$ cat src/rtl/fetch_pkg.sv
// Shared types and constants for the instruction fetch stage.
package fetch_pkg;

  typedef enum logic [1:0] {
    StIdle  = 2'd0,
    StWait  = 2'd1,
    StDrain = 2'd2
  } fetch_state_e;

  localparam int unsigned FetchAddrW = 32;
  localparam int unsigned FetchDataW = 32;

  typedef struct packed {
    logic [FetchAddrW-1:0] pc;
    logic [FetchDataW-1:0] instr;
  } fetch_entry_t;

  localparam logic [31:0] NOP = 32'h0;

endpackage

$ cat src/rtl/instr_fetch_unit_if.sv
// Instruction memory req/ack bus plus the decode-side valid/ready handshake.
interface instr_fetch_unit_if #(
  parameter int unsigned ADDR_W = 32,
  parameter int unsigned DATA_W = 32
) ();

  logic              imem_req;
  logic [ADDR_W-1:0] imem_addr;
  logic              imem_ack;
  logic [DATA_W-1:0] imem_rdata;
  logic              instr_valid;
  logic [DATA_W-1:0] instr;
  logic [ADDR_W-1:0] instr_pc;
  logic              decode_ready;

  modport master (
    output imem_req, imem_addr, instr_valid, instr, instr_pc,
    input  imem_ack, imem_rdata, decode_ready
  );

  modport slave (
    input  imem_req, imem_addr, instr_valid, instr, instr_pc,
    output imem_ack, imem_rdata, decode_ready
  );

endinterface

$ cat src/rtl/fetch_fifo.sv
// Synchronous FIFO with flush; the head entry is read combinationally.
module fetch_fifo
  import fetch_pkg::*;
#(
  parameter int unsigned Depth   = 2,
  parameter type         entry_t = fetch_entry_t
) (
  input  logic   clk,
  input  logic   rst_n,
  input  logic   push,
  input  entry_t push_data,
  input  logic   pop,
  input  logic   flush,
  output logic   full,
  output logic   empty,
  output entry_t head
);

  localparam int unsigned PtrW = (Depth > 1) ? $clog2(Depth) : 1;

  entry_t            mem [Depth];
  logic [PtrW-1:0]   wr_ptr;
  logic [PtrW-1:0]   rd_ptr;
  logic [PtrW:0]     count;
  logic              do_push;
  logic              do_pop;

  assign full    = (count == (PtrW + 1)'(Depth));
  assign empty   = (count == '0);
  assign do_pop  = pop && !empty;
  assign do_push = push && !full;
  assign head    = mem[rd_ptr];

  // Flush wins over any same-cycle push or pop.
  always_ff @(posedge clk or negedge rst_n) begin
    if (!rst_n) begin
      wr_ptr <= '0;
      rd_ptr <= '0;
      count  <= '0;
    end else if (flush) begin
      wr_ptr <= '0;
      rd_ptr <= '0;
      count  <= '0;
    end else begin
      if (do_push) wr_ptr <= wr_ptr + PtrW'(1);
      if (do_pop)  rd_ptr <= rd_ptr + PtrW'(1);
      count <= count + (PtrW + 1)'(do_push) - (PtrW + 1)'(do_pop);
    end
  end

  always_ff @(posedge clk) begin
    if (do_push && !flush) mem[wr_ptr] <= push_data;
  end

endmodule

$ cat src/rtl/instr_fetch_unit.sv
// Fetch stage: one outstanding imem read per PC, results buffered for decode.
module instr_fetch_unit
  import fetch_pkg::*;
#(
  parameter int unsigned FIFO_DEPTH = 2,
  parameter int unsigned ADDR_W     = 32,
  parameter int unsigned DATA_W     = 32
) (
  input  logic              clk,
  input  logic              rst_n,
  input  logic [ADDR_W-1:0] pc_in,
  output logic              pc_stall,
  input  logic              flush,
  output logic              misalign_err,
  output logic [31:0]       fetch_count,
  instr_fetch_unit_if.master bus
);

  typedef struct packed {
    logic [ADDR_W-1:0] pc;
    logic [DATA_W-1:0] instr;
  } entry_t;

  fetch_state_e state;
  logic         fifo_full;
  logic         fifo_empty;
  logic         push;
  logic         pop;
  entry_t       push_data;
  entry_t       head;

  assign push      = (state == StWait) && bus.imem_ack && !flush;
  assign pop       = !fifo_empty && bus.decode_ready;
  assign push_data = '{pc: bus.imem_addr, instr: bus.imem_rdata};
  assign pc_stall  = (state != StIdle) || fifo_full;

  // Invalid head reads as a NOP at pc 0 rather than stale storage.
  assign bus.instr_valid = !fifo_empty;
  assign bus.instr       = fifo_empty ? DATA_W'(NOP) : head.instr;
  assign bus.instr_pc    = fifo_empty ? '0 : head.pc;

  always_ff @(posedge clk or negedge rst_n) begin
    if (!rst_n) begin
      state         <= StIdle;
      bus.imem_req  <= 1'b0;
      bus.imem_addr <= '0;
      misalign_err  <= 1'b0;
      fetch_count   <= '0;
    end else begin
      misalign_err <= 1'b0;
      case (state)
        StIdle: begin
          if (!flush && !fifo_full) begin
            if (pc_in[1:0] != 2'b00) begin
              misalign_err <= 1'b1;
            end else begin
              bus.imem_addr <= pc_in;
              bus.imem_req  <= 1'b1;
              state         <= StWait;
            end
          end
        end
        StWait: begin
          if (bus.imem_ack) begin
            bus.imem_req <= 1'b0;
            state        <= StIdle;
            if (!flush) fetch_count <= fetch_count + 32'd1;
          end else if (flush) begin
            state <= StDrain;
          end
        end
        StDrain: begin
          // The stale response must still be absorbed before a new request.
          if (bus.imem_ack) begin
            bus.imem_req <= 1'b0;
            state        <= StIdle;
          end
        end
        default: state <= StIdle;
      endcase
    end
  end

  fetch_fifo #(
    .Depth   (FIFO_DEPTH),
    .entry_t (entry_t)
  ) u_fifo (
    .clk       (clk),
    .rst_n     (rst_n),
    .push      (push),
    .push_data (push_data),
    .pop       (pop),
    .flush     (flush),
    .full      (fifo_full),
    .empty     (fifo_empty),
    .head      (head)
  );

endmodule

$ cat src/flat_wrapper.sv
// flat-port wrapper written by rule: the top's interface ports become plain ports
module instr_fetch_unit_flat import fetch_pkg::*;
#(
  parameter int unsigned FIFO_DEPTH = 2,
  parameter int unsigned ADDR_W     = 32,
  parameter int unsigned DATA_W     = 32
)
  (clk, rst_n, pc_in, pc_stall, flush, misalign_err, fetch_count, bus_imem_req, bus_imem_addr, bus_instr_valid, bus_instr, bus_instr_pc, bus_imem_ack, bus_imem_rdata, bus_decode_ready);
  instr_fetch_unit_if #(.ADDR_W(ADDR_W), .DATA_W(DATA_W)) bus_i ();
  input  logic clk;
  input  logic rst_n;
  input  logic [ADDR_W-1:0] pc_in;
  output logic pc_stall;
  input  logic flush;
  output logic misalign_err;
  output logic [31:0] fetch_count;
  output wire logic [$bits(bus_i.imem_req)-1:0] bus_imem_req;
  output wire logic [$bits(bus_i.imem_addr)-1:0] bus_imem_addr;
  output wire logic [$bits(bus_i.instr_valid)-1:0] bus_instr_valid;
  output wire logic [$bits(bus_i.instr)-1:0] bus_instr;
  output wire logic [$bits(bus_i.instr_pc)-1:0] bus_instr_pc;
  input wire logic [$bits(bus_i.imem_ack)-1:0] bus_imem_ack;
  input wire logic [$bits(bus_i.imem_rdata)-1:0] bus_imem_rdata;
  input wire logic [$bits(bus_i.decode_ready)-1:0] bus_decode_ready;
  assign bus_imem_req = bus_i.imem_req;
  assign bus_imem_addr = bus_i.imem_addr;
  assign bus_instr_valid = bus_i.instr_valid;
  assign bus_instr = bus_i.instr;
  assign bus_instr_pc = bus_i.instr_pc;
  assign bus_i.imem_ack = bus_imem_ack;
  assign bus_i.imem_rdata = bus_imem_rdata;
  assign bus_i.decode_ready = bus_decode_ready;
  instr_fetch_unit #(.FIFO_DEPTH(FIFO_DEPTH), .ADDR_W(ADDR_W), .DATA_W(DATA_W)) u_core (.clk(clk), .rst_n(rst_n), .pc_in(pc_in), .pc_stall(pc_stall), .flush(flush), .misalign_err(misalign_err), .fetch_count(fetch_count), .bus(bus_i));
endmodule
$ cat config.mk
export PLATFORM = sky130hd
export DESIGN_NAME = instr_fetch_unit_flat
export DESIGN_NICKNAME = d
export VERILOG_FILES = /design/src/rtl/fetch_pkg.sv /design/src/rtl/instr_fetch_unit_if.sv /design/src/rtl/fetch_fifo.sv /design/src/rtl/instr_fetch_unit.sv /design/src/flat_wrapper.sv
export SDC_FILE = /design/constraint.sdc
export NUM_CORES = 1
export LEC_CHECK = 0
export BUFFER_PORTS_ARGS = -buffer_cell sky130_fd_sc_hd__buf_4
export CAP_MARGIN = 20
export CELL_PAD_IN_SITES_DETAIL_PLACEMENT = 1
export CELL_PAD_IN_SITES_GLOBAL_PLACEMENT = 1
export CORE_MARGIN = 5
export CORE_UTILIZATION = 40
export DETAILED_ROUTE_END_ITERATION = 10
export GPL_TIMING_DRIVEN = 1
export PLACE_DENSITY_LB_ADDON = 0.1
export REMOVE_ABC_BUFFERS = 1
export SLEW_MARGIN = 5
export SYNTH_ARGS = -nofsm -noshare
export SYNTH_HDL_FRONTEND = slang
export SYNTH_SLANG_ARGS = --single-unit
$ cat constraint.sdc
create_clock -name clk -period 5.3 [get_ports clk]
set_clock_uncertainty 0.05 [all_clocks]
set_input_delay 0.265 -clock clk [delete_from_list [all_inputs] [get_ports clk]]
set_output_delay 0.265 -clock clk [all_outputs]
set_load 0.02 [all_outputs]
==> qor_table.md, run 1 <==
| Metric | Reported |
|---|---|
| Status | complete, no violations |
| # diodes | 0 |
| Biggest area consumer among synthesized cells | edfxtp_1 |
| Max H-tree Level | 4 |
| CP Capture Type | flip-flop |
| Aggregate global routing overflow | 0 |
| Beginning of the worst register-to-register path | u_core.state[1] |
| Crit share post-route | 54.36% |
| Total Routed Length | 19.22 mm |
| Crit start category | flip-flop |
| Starting density of the core | 40.85% |
| Setup slack after placement | 2.375 ns |
| Area Growth Syn to Fin | 35.43% |
| Synth Cell Area | 8003 um2 |
| Area occupied by multi-input gates | 2238 um2 |
| Post-layout min period | 2.881 ns |
| Combined global-route utilization of all metal layers | 16.84% |
| Chip Height | 151.4 um |
| Number of failing setup endpoints in the final timing report | 0 |
| Top-count cell post-synth | edfxtp_1 |
| Static leakage | 4.530 nW |
| Yosys reg bits | 200 |
| Clock Tree Root | clkbuf_16 |
| CTS tree | yes |
| Number of fill cells | 1925 |
| Proportion of layout cells with a drive suffix above 1 | 37.16% |
| Count of TritonRoute iterations in the first routing pass | 4 |
| Top cell types by occurrence after synthesis | 128 x edfxtp_1, 78 x nor2_1, 72 x dfrtp_1 |
| Skew-Pair Late Insertion Delay | 0.43 ns |
| Die W | 151.4 um |
| Routability congestion estimate | 0.7740 |
| Share of the yosys chip area belonging to registers | 70.54% |
| Average vias per placed instance | 4.858 |
| Largest fanout of any net on the critical path | 40 |
| Max-capacitance violation count | 0 |
| Count of input and output buffers | 200 |
| Worst EP required | 5.31 ns |
| Slowest CP cell | nor2_4 |
| Smallest hold slack | 0.01834 ns |
| Cell family contributing the most delay on the critical path | simple AND/OR/NAND/NOR gates |
| Main flop type after synthesis | edfxtp_1 |
| Storage element area | 5649 um2 |
| Cell depth of the worst flop-to-flop path | 6 |
| Number of global-route vias before repair | 5620 |
| Cell Rows | 51 |
| Buffering stage count on the worst path with inverters included | 2 |
| Accumulated negative setup slack | 0 ns |
| Peak per-stage delay on the critical path | 0.61 ns |
| Clock slew at the register clock pins of the worst setup and hold paths | 0.08 ns |
| Maximum clock rate | 0.3471 GHz |
| Sum of net half-perimeters after detailed placement | 12.65 mm |
| Setup slack of the worst register-to-register path | 2.42 ns |
| Unrepaired setup endpoints after global routing | no |
| Ys async rst share | 36.00% |
| CP Class | flip-flop to flip-flop |
| Clk sinks | 200 |
| Post-Synthesis Cells | 518 |
| Initial detailed-routing violation count | 183 |
| Data arrival time of the critical path | 2.89 ns |
| P per Cell Area | 500.0 nW/um2 |
| Min-Delay Endpoint | u_core.bus.imem_addr[18] |
| Number of antenna violations at the first check in global routing | 0 |
| Unique cell type count in the Yosys netlist | 42 |
| Worst setup margin | 2.419 ns |
| Worst max-slew margin expressed relative to the limit | 37.77% |
| Max-slew violations | 0 |
| Reg-to-reg endpoint | u_core.u_fifo.mem[0][3] |
| Worst min-delay path class | primary input to flip-flop |
| Fraction of the core area covered by cells at the end of the flow | 55.32% |
| Area share of the largest cell type after synthesis | 48.03% |
| Top area cells in the synthesized netlist | edfxtp_1 48%, dfrtp_1 23%, mux2i_1 8.1%, mux2_2 4.4%, nor2_1 3.7% |
| I/O pin count | 201 |
| Worst hold path stage count | 2 |
| Pin count of the biggest net entering global routing | 73 |
| Area of the placeable core | 19590 um2 |
| Bufs on Longest Clock Path | 2 |
| Worst supply voltage drop on vdd | 0.2732 mV |
| Routed length per instance | 18.48 um |
| Cell total after placement | 967 |
| Warnings from Yosys | 0 |
| Global-route wire length before repair | 29.59 mm |
| Chain of cells forming the critical path | inv_1 > ha_1 > and3b_1 > nand2_1 > nor2_4 > buf_4 |
| Mapped Avg Cell Area | 15.45 um2 |
| # Post-CTS Setup Buffers | 0 |
| Number of clock buffers inserted by TritonCTS | 17 |
| Hold Startpoint | pc_in[18] |
| Worst-Margin Slew | 0.9335 ns |
| Count of endpoints failing hold in the final timing report | 0 |
| # DRC | 0 |
| Number of flops mapped to enable cells by yosys | 128 |
| Die Outline Area | 22940 um2 |
| DRT antenna net count | 0 |
| Number of nets in the finished design | 837 |
| Post-route insts no fill | 1040 |
| Via Count | 5052 |
## timing repair
action / 4_1_cts / 5_1_grt
resized for setup: 0 / 0
hold buffers: 40 / 0
hold endpoints to repair: 144 / 0
## layer usage
layer	vias to the layer above	track usage, %	wire (um)
li1	2347	-	-
met1	2560	20.44	7908
met2	124	28.96	9785
met3	21	5.027	1220
met4	0	5.032	307
met5	-	0	0
## layout by cell type (no fill, tap or decap), drive strengths merged
master | netlist | final
buf | 14 | 205
edfxtp | 128 | 128
nor2 | 78 | 78
dfrtp | 72 | 72
mux2i | 65 | 65
dlygate4sd3 | 0 | 40
mux2 | 31 | 31
xor2 | 24 | 24
clkbuf | 6 | 17
inv | 11 | 16
nand2 | 13 | 13
nand3 | 12 | 12
xnor2 | 11 | 11
nor4 | 9 | 9
nor3 | 8 | 8
ha | 6 | 6
and3 | 6 | 6
nand4 | 5 | 5
clkinv | 0 | 5
and2 | 4 | 4
bufinv | 0 | 3
and4 | 3 | 3
clkinvlp | 0 | 2
and3b | 1 | 1
nand2b | 1 | 1
and2b | 1 | 1
and4b | 1 | 1
a31o | 1 | 1
a21o | 1 | 1
a22oi | 1 | 1
o31a | 1 | 1
o32ai | 1 | 1
a21oi | 1 | 1
o21ai | 1 | 1
nor4b | 1 | 1
## cell type report
class                           instances  share of cell area, %
Clock buffer                           17                  3.925
Clock inverter                         15                  1.778
Inverter                               11                 0.3810
Multi-Input combinational cell        287                  20.65
Sequential cell                       200                  52.12
Tap cell                              265                  3.059
Timing Repair Buffer                  245                  18.08
## power by group
part	internal (W)	leakage (nW)	switching, W
registers	0.00199	2.08	0.000214
logic	0.000794	2.15	0.00107
clock network	0.000755	0.299	0.000593
## per-stage QoR
| stage | power (W) | area [um2] |
|---|---|---|
| 2_1_floorplan | 0.003258 | 7905 |
| 3_3_place_gp | 0.004064 | 9792 |
| 3_5_place_dp | 0.004113 | 9792 |
| 4_1_cts | 0.005494 | 10810 |
| 5_1_grt | 0.005698 | 10840 |
| 6_report | 0.005419 | 10840 |
## sequential cells by signal, indices dropped and copies added (netlist names)
name / cells
u_core.u_fifo.mem: 128
u_core.bus.imem_addr: 32
u_core.fetch_count: 32
u_core.state: 2
u_core.u_fifo.count: 2
u_core.bus.imem_req: 1
u_core.misalign_err: 1
u_core.u_fifo.rd_ptr: 1
u_core.u_fifo.wr_ptr: 1
## worst max path at each step
stage / startpoint / endpoint / slack (ns) / cells past startpoint
global placement: u_core.state[1] / u_core.u_fifo.mem[0][13] / 2.51 / 6
finish: u_core.state[1] / u_core.u_fifo.mem[0][3] / 2.42 / 6
detailed placement: u_core.state[1] / u_core.u_fifo.mem[0][13] / 2.38 / 6
CTS: u_core.state[1] / u_core.u_fifo.mem[0][3] / 2.34 / 6
global route: u_core.state[1] / u_core.u_fifo.mem[0][54] / 2.17 / 6
floorplan: u_core.u_fifo.count[1] / u_core.u_fifo.count[1] / 1.04 / 9
## cell families (layout without fill, tap and decap cells)
family,Yosys count,in the layout,share of synthesized area [%]
multiplexers,96,96,12.49
adder cells (fa/ha/maj),6,6,0.9381
flip-flops,200,200,70.54
AO/OA/AOI/OAI,7,7,0.6410
buffers and inverters,31,288,1.735
AND/OR/NAND/NOR,143,143,9.819
XOR/XNOR,35,35,3.830
(Power assumes the default switching activity.)
==> inputs of run 2 (changes only) <==
--- a/config.mk
+++ b/config.mk
@@ -5,6 +5,7 @@
 export SDC_FILE = /design/constraint.sdc
 export NUM_CORES = 1
 export LEC_CHECK = 0
+export ABC_AREA = 1
 export BUFFER_PORTS_ARGS = -buffer_cell sky130_fd_sc_hd__buf_4
 export CAP_MARGIN = 20
 export CELL_PAD_IN_SITES_DETAIL_PLACEMENT = 1
==> constraint.sdc (replaced) <==
create_clock -name clk -period 3 [get_ports clk]
set_clock_uncertainty 0.05 [all_clocks]
set_input_delay 0.15 -clock clk [delete_from_list [all_inputs] [get_ports clk]]
set_output_delay 0.15 -clock clk [all_outputs]
set_load 0.02 [all_outputs]
==> qor_table.md, run 2 <==
| Metric | Reported | Delta |
|---|---|---|
| Total placed instance area | 10040 um2 | +2.6% |
| Number of failing setup endpoints in the final timing report | 0 | unchanged |
| Max-slew violations | 0 | unchanged |
| Pin count of the biggest net entering global routing | 73 | unchanged |
| Unique cell type count in the Yosys netlist | 26 | -38% |
| CP most frequent cell | nor2_4 |  |
| # Post-CTS Setup Buffers | 0 | unchanged |
| Ys async rst share | 36.00% | unchanged |
| Number of antenna violations at the first check in global routing | 0 | unchanged |
| Share of the yosys chip area belonging to registers | 69.17% | -1.4 points |
| Synth Cell Area | 8162 um2 | +2.0% |
| CP Class | flip-flop to flip-flop |  |
| Slowest CP cell | nor2_4 |  |
| Fraction of the core area covered by cells at the end of the flow | 56.05% | +0.73 points |
| Worst setup margin | 0.5990 ns | -1.820 ns |
| Post-layout min period | 2.401 ns | -0.4802 ns |
| Unrepaired setup endpoints after global routing | no |  |
| Top cell types by occurrence after synthesis | 308 x nand2_1, 128 x edfxtp_1, 72 x dfrtp_1 |  |
| # DRC | 0 | unchanged |
| Worst min-delay path class | primary input to flip-flop |  |
| Chip Height | 152.8 um | +0.92% |
| Static leakage | 4.992 nW | +10% |
| DRT antenna net count | 0 | unchanged |
| Xor and xnor fraction of the mapped netlist area | 2.238% | -1.6 points |
| Buffering stage count on the worst path with inverters included | 2 | unchanged |
| Clock slew at the register clock pins of the worst setup and hold paths | 0.07 ns | about the same |
| Yosys reg bits | 200 | unchanged |
| Combined global-route utilization of all metal layers | 20.11% | +3.3 points |
| Number of flops mapped to enable cells by yosys | 128 | unchanged |
| Max H-tree Level | 4 | unchanged |
| Mapped Avg Cell Area | 10.71 um2 | -31% |
| Data arrival time of the critical path | 2.47 ns | -0.42 ns |
| Cell Rows | 52 | +2.0% |
| Leading cell type in the layout, fill and taps excluded | nand2_1 |  |
| Largest fanout of any net on the critical path | 36 | -10% |
| Max-capacitance violation count | 0 | unchanged |
| Crit share post-route | 80.03% | +26 points |
| Top area cells in the synthesized netlist | edfxtp_1 47%, dfrtp_1 22%, nand2_1 14%, a21oi_1 4.1%, nor2_1 1.8% |  |
| # diodes | 0 | unchanged |
| Number of fill cells | 2184 | +13% |
| Global-route wire length before repair | 37.22 mm | +26% |
| I/O pin count | 201 | unchanged |
| Starting density of the core | 40.47% | -0.39 points |
| Status | complete, no violations |  |
| Peak per-stage delay on the critical path | 0.42 ns | -0.19 ns |
| Arithmetic-cell share of the synthesized area counting full adders, half adders and majority gates | 0.9198% | -0.018 points |
| Cell family contributing the most delay on the critical path | simple AND/OR/NAND/NOR gates |  |
| Top-count cell post-synth | nand2_1 |  |
| Routed length per instance | 17.87 um | -3.3% |
| Number of global-route vias before repair | 6894 | +23% |
| Via Count | 6367 | +26% |
| Biggest area consumer among synthesized cells | edfxtp_1 |  |
| Die W | 152.8 um | +0.92% |
| P per Cell Area | 824.7 nW/um2 | +65% |
| Sum of net half-perimeters after detailed placement | 15.76 mm | +25% |
| Main flop type after synthesis | edfxtp_1 |  |
| CTS tree | yes |  |
| Area of the placeable core | 20170 um2 | +3.0% |
| Die Outline Area | 23360 um2 | +1.9% |
| Compound-Gate Fraction of Synth Area | 4.599% | +4.0 points |
| Worst-Margin Slew | 0.7623 ns | -0.1712 ns |
| Chain of cells forming the critical path | inv_1 > ha_1 > nand2_2 > nor2_4 > nand2_1 > nor2_4 > buf_12 |  |
| Count of input and output buffers | 200 | unchanged |
| Count of TritonRoute iterations in the first routing pass | 4 | unchanged |
| Skew-Pair Late Insertion Delay | 0.43 ns | about the same |
| Maximum clock rate | 0.4165 GHz | +20% |
| Number of flip-flops under the largest register name | 128 | unchanged |
| Warnings from Yosys | 0 | unchanged |
| Worst supply voltage drop on vdd | 0.5296 mV | +94% |
| Clk sinks | 200 | unchanged |
| Mux cell area share after synthesis | 0% | -12 points |
| Setup slack after placement | 0.5824 ns | -1.793 ns |
| Aggregate global routing overflow | 0 | unchanged |
| CP Capture Type | flip-flop |  |
| Largest register by flop count | u_core.u_fifo.mem |  |
| Dominant combinational cell family by area after synthesis | simple AND/OR/NAND/NOR gates |  |
| Area Growth Syn to Fin | 38.52% |  |
| Fraction of the mapped netlist area in simple logic gates | 19.84% | +10 points |
| Routability congestion estimate | 0.7786 | +0.59% |
| Worst max-slew margin expressed relative to the limit | 49.18% | +11 points |
| Number of nets in the finished design | 1107 | +32% |
| Commonest non-fill, non-tap cells in the layout | 308 x nand2_1, 205 x buf_4, 128 x edfxtp_1 |  |
| Largest registers | u_core.u_fifo.mem: 128 flops, u_core.bus.imem_addr: 32 flops, u_core.fetch_count: 32 flops |  |
| Initial detailed-routing violation count | 270 | +48% |
| Area share of the largest cell type after synthesis | 47.09% | -0.94 points |
| Proportion of layout cells with a drive suffix above 1 | 24.78% | -12 points |
| Post-Synthesis Cells | 762 | +47% |
| Crit start category | flip-flop |  |
| Number of clock buffers inserted by TritonCTS | 17 | unchanged |
| Accumulated negative setup slack | 0 ns | unchanged |
| Average vias per placed instance | 4.842 | -0.33% |
| Count of endpoints failing hold in the final timing report | 0 | unchanged |
| Total Routed Length | 23.50 mm | +22% |
| Post-route cell area | 11310 um2 | +4.3% |
| Clock Tree Root | clkbuf_16 |  |
| Worst EP required | 3.07 ns | -2.24 ns |
| Bufs on Longest Clock Path | 2 | unchanged |
| Sum of internal, switching and leakage power | 0.009324 W | +72% |
## run 2: layer usage
metal	global-route usage, %	wire length [um]
met5	0	0
met4	5.685	400
met3	4.269	946
met2	35.55	12260
met1	25.04	9895
## run 2: what timing repair did
item                                   CTS  global route
gates resized for setup                  0             0
endpoints found under the hold margin  170             0
setup endpoints to repair                0             0
hold buffers                            67             0
## run 2: cell families after synthesis
family	count (synthesis)
buffers and inverters	68
XOR/XNOR	20
AND/OR/NAND/NOR	393
adder cells (fa/ha/maj)	6
AO/OA/AOI/OAI	75
flip-flops	200
## run 2: path summary, 6_finish.rpt
| kind | slack [ns] | startpoint | cells past startpoint | end |
|---|---|---|---|---|
| max | 0.60 | u_core.state[1] | 7 | u_core.u_fifo.mem[0][32] |
| min | 0.08 | bus_decode_ready | 4 | u_core.u_fifo.rd_ptr |
| max reg2reg | 0.60 | u_core.state[1] | 7 | u_core.u_fifo.mem[0][32] |
| min reg2reg | 0.46 | u_core.bus.imem_addr[4] | 0 | u_core.u_fifo.mem[0][36] |
| max in group asynchronous | 2.21 | rst_n | 3 | u_core.fetch_count[29] |
| min in group asynchronous | 0.11 | rst_n | 2 | u_core.bus.imem_req |
## run 2: per-stage QoR
| step | hold slack, ns | std cells |
|---|---|---|
| after CTS | 0.05740 | 1314 |
| after detailed placement | 0.2881 | 1215 |
| after global placement | 0.2882 | 1215 |
| after global routing | 0.08277 | 1315 |
| final | 0.08170 | 1315 |
| after floorplan | -0.1956 | 736 |
## run 2: worst reg2reg max path: stages, from the launching register on
cell and delay (ns):
dfrtp_1 0.41, inv_1 0.09, ha_1 0.29, nand2_2 0.10, nor2_4 0.19, nand2_1 0.22, nor2_4 0.42, buf_12 0.29
## run 2: final cells by class
| class | count | area (um2) | area share [%] |
|---|---|---|---|
| Sequential cell | 200 | 5647 | 49.94 |
| Timing Repair Buffer | 277 | 2317 | 20.50 |
| Multi-Input combinational cell | 494 | 2280 | 20.16 |
| Clock buffer | 18 | 429.2 | 3.796 |
| Tap cell | 270 | 337.8 | 2.988 |
| Inverter | 42 | 158.9 | 1.405 |
| Clock inverter | 14 | 136.4 | 1.206 |
## run 2: where the power goes
part           internal [W]  switching [W]
clock network       0.00117        0.00105
logic               0.00121        0.00209
registers           0.00347       0.000337
==> inputs of run 3 (changes only) <==
--- a/config.mk
+++ b/config.mk
@@ -5,13 +5,13 @@
 export SDC_FILE = /design/constraint.sdc
 export NUM_CORES = 1
 export LEC_CHECK = 0
-export ABC_AREA = 1
+export ABC_AREA = 0
 export BUFFER_PORTS_ARGS = -buffer_cell sky130_fd_sc_hd__buf_4
 export CAP_MARGIN = 20
 export CELL_PAD_IN_SITES_DETAIL_PLACEMENT = 1
 export CELL_PAD_IN_SITES_GLOBAL_PLACEMENT = 1
 export CORE_MARGIN = 5
-export CORE_UTILIZATION = 40
+export CORE_UTILIZATION = 39
 export DETAILED_ROUTE_END_ITERATION = 10
 export GPL_TIMING_DRIVEN = 1
 export PLACE_DENSITY_LB_ADDON = 0.1
==> constraint.sdc (replaced) <==
create_clock -name clk -period 2.2 [get_ports clk]
set_clock_uncertainty 0.05 [all_clocks]
set_input_delay 0.11 -clock clk [delete_from_list [all_inputs] [get_ports clk]]
set_output_delay 0.11 -clock clk [all_outputs]
set_load 0.02 [all_outputs]
==> qor_table.md, run 3 (synthesis gave the netlist of run 1 again) <==
| Metric | Reported | Delta |
|---|---|---|
| Clk sinks | 200 | unchanged |
| CTS tree | yes |  |
| Largest fanout of any net on the critical path | 24 | -33% |
| Global-route wire length before repair | 31.01 mm | -17% |
| Proportion of layout cells with a drive suffix above 1 | 36.60% | +12 points |
| Internal power summed over all cells | 0.008295 W | +42% |
| Worst-Margin Slew | 0.9435 ns | +0.1812 ns |
| Die Outline Area | 23480 um2 | +0.53% |
| CP Capture Type | primary output |  |
| I/O pin count | 201 | unchanged |
| Flop pwr share | 41.4% | +0.6 points |
| Crit start category | flip-flop |  |
| Chip Height | 153.2 um | +0.26% |
| Maximum clock rate | 0.4884 GHz |  |
| Worst setup margin | 0.1527 ns | -0.4463 ns |
| Bufs on Longest Clock Path | 2 | unchanged |
| Commonest non-fill, non-tap cells in the layout | 205 x buf_4, 128 x edfxtp_1, 76 x nor2_1 |  |
| Static leakage | 4.651 nW | -6.8% |
| Average vias per placed instance | 4.802 | -0.82% |
| Die W | 153.2 um | +0.26% |
| Clock share of power | 23.0% | -0.7 points |
| Combinational share of power | 35.6% | +0.2 points |
| Initial detailed-routing violation count | 179 | -34% |
| Number of antenna violations at the first check in global routing | 0 | unchanged |
| Area of the placeable core | 20230 um2 | +0.32% |
| Aggregate global routing overflow | 0 | unchanged |
| Largest register by flop count | u_core.u_fifo.mem |  |
| Accumulated negative setup slack | 0 ns | unchanged |
| Starting density of the core | 39.55% | -0.92 points |
| Data arrival time of the critical path | 1.89 ns | -0.58 ns |
| Count of endpoints failing hold in the final timing report | 0 | unchanged |
| Proportion of total power due to net switching | 35.60% | -1.6 points |
| Skew-Pair Late Insertion Delay | 0.43 ns | about the same |
| # Post-CTS Setup Buffers | 0 | unchanged |
| Via Count | 5167 | -19% |
| CP Class | flip-flop to primary output |  |
| Status | complete, no violations |  |
| Largest registers | u_core.u_fifo.mem: 128 flops, u_core.bus.imem_addr: 32 flops, u_core.fetch_count: 32 flops |  |
| # DRC | 0 | unchanged |
| Number of global-route vias before repair | 5758 | -16% |
| Number of flip-flops under the largest register name | 128 | unchanged |
| # diodes | 0 | unchanged |
| Max-slew violations | 0 | unchanged |
| Crit share post-route | 93.06% |  |
| Worst EP required | 2.04 ns | -1.03 ns |
| Unrepaired setup endpoints after global routing | no |  |
| Post-layout min period | 2.047 ns |  |
| Count of TritonRoute iterations in the first routing pass | 4 | unchanged |
| Count of input and output buffers | 200 | unchanged |
| Net switching component of the power | 0.004585 W | +32% |
| Worst supply voltage drop on vdd | 0.6634 mV | +25% |
| Max H-tree Level | 4 | unchanged |
| Combined global-route utilization of all metal layers | 16.72% | -3.4 points |
| Worst min-delay path class | primary input to flip-flop |  |
| Routed length per instance | 18.04 um | +0.94% |
| P per Cell Area | 1156 nW/um2 | +40% |
| Leading cell type in the layout, fill and taps excluded | buf_4 |  |
| Number of nets in the finished design | 869 | -21% |
| Setup slack after placement | 0.1031 ns | -0.4793 ns |
| Max-capacitance violation count | 0 | unchanged |
| Smallest hold slack | 0.07948 ns | -0.002225 ns |
| Pin count of the biggest net entering global routing | 73 | unchanged |
| Area Growth Syn to Fin | 39.20% |  |
| Worst max-slew margin expressed relative to the limit | 37.10% | -12 points |
| DRT antenna net count | 0 | unchanged |
| Routability congestion estimate | 0.7302 | -6.2% |
| Sum of net half-perimeters after detailed placement | 12.97 mm | -18% |
| Cell Rows | 52 | unchanged |
| Clock slew at the register clock pins of the worst setup and hold paths | 0.07 ns | about the same |
| Number of clock buffers inserted by TritonCTS | 17 | unchanged |
| Clock Tree Root | clkbuf_16 |  |
| Total Routed Length | 19.41 mm | -17% |
| Number of failing setup endpoints in the final timing report | 0 | unchanged |
## run 3: stage by stage
step	utilization [%]	cell area [um2]	total power, W	instances
floorplan	-	7905	0.007929	498
global placement	48.87	9889	0.009862	978
detailed placement	48.87	9889	0.009959	978
CTS	54.96	11120	0.01305	1076
global route	55.05	11140	0.01354	1076
finish	55.05	11140	0.01288	1076
## run 3: power groups by stage
stage / logic, W / clock network (W) / registers [W]
after floorplan: 0.00216 / 0 / 0.00577
after global routing: 0.00492 / 0.00319 / 0.00542
final: 0.00459 / 0.00296 / 0.00534
after detailed placement: 0.00453 / 0 / 0.00543
after global placement: 0.00448 / 0 / 0.00539
after CTS: 0.00465 / 0.00305 / 0.00535
## run 3: worst paths after layout
check | slack [ns] | depth (start not counted) | to | startpoint
min | 0.08 | 4 | u_core.u_fifo.rd_ptr | bus_decode_ready
min reg2reg | 0.45 | 0 | u_core.u_fifo.mem[0][33] | u_core.bus.imem_addr[1]
max | 0.15 | 4 | bus_instr[26] | u_core.u_fifo.rd_ptr
min in group asynchronous | 0.31 | 2 | u_core.state[1] | rst_n
max reg2reg | 0.18 | 10 | u_core.u_fifo.count[1] | u_core.state[1]
max in group asynchronous | 1.08 | 2 | u_core.u_fifo.rd_ptr | rst_n
## run 3: cell type report
type                            count  area [um2]
Clock buffer                       17       425.4
Clock inverter                     14       135.1
Fill cell                        2001        9095
Inverter                           11       41.29
Multi-Input combinational cell    287        2250
Sequential cell                   200        5649
Tap cell                          270       337.8
Timing Repair Buffer              277        2301
## run 3: what timing repair did
action | in CTS | in global routing
setup endpoints to repair | 0 | 36
endpoints found under the hold margin | 173 | 0
resized for setup | 0 | 5
hold buffers | 67 | 0
## run 3: critical path, cell delays in order (launching register included)
cell and delay, ns:
dfrtp_4 0.70, buf_12 0.26, mux2i_1 0.25, nor2_1 0.06
buf_4 0.18
## run 3: layer usage
metal  vias up  share of wire (%)  GRT usage (%)
met3        22                4.6          3.647
met2       135                 53          29.61
met5         -                  0              0
li1       2412                  -              -
met1      2598                 41          20.46
met4         0                1.4          5.134
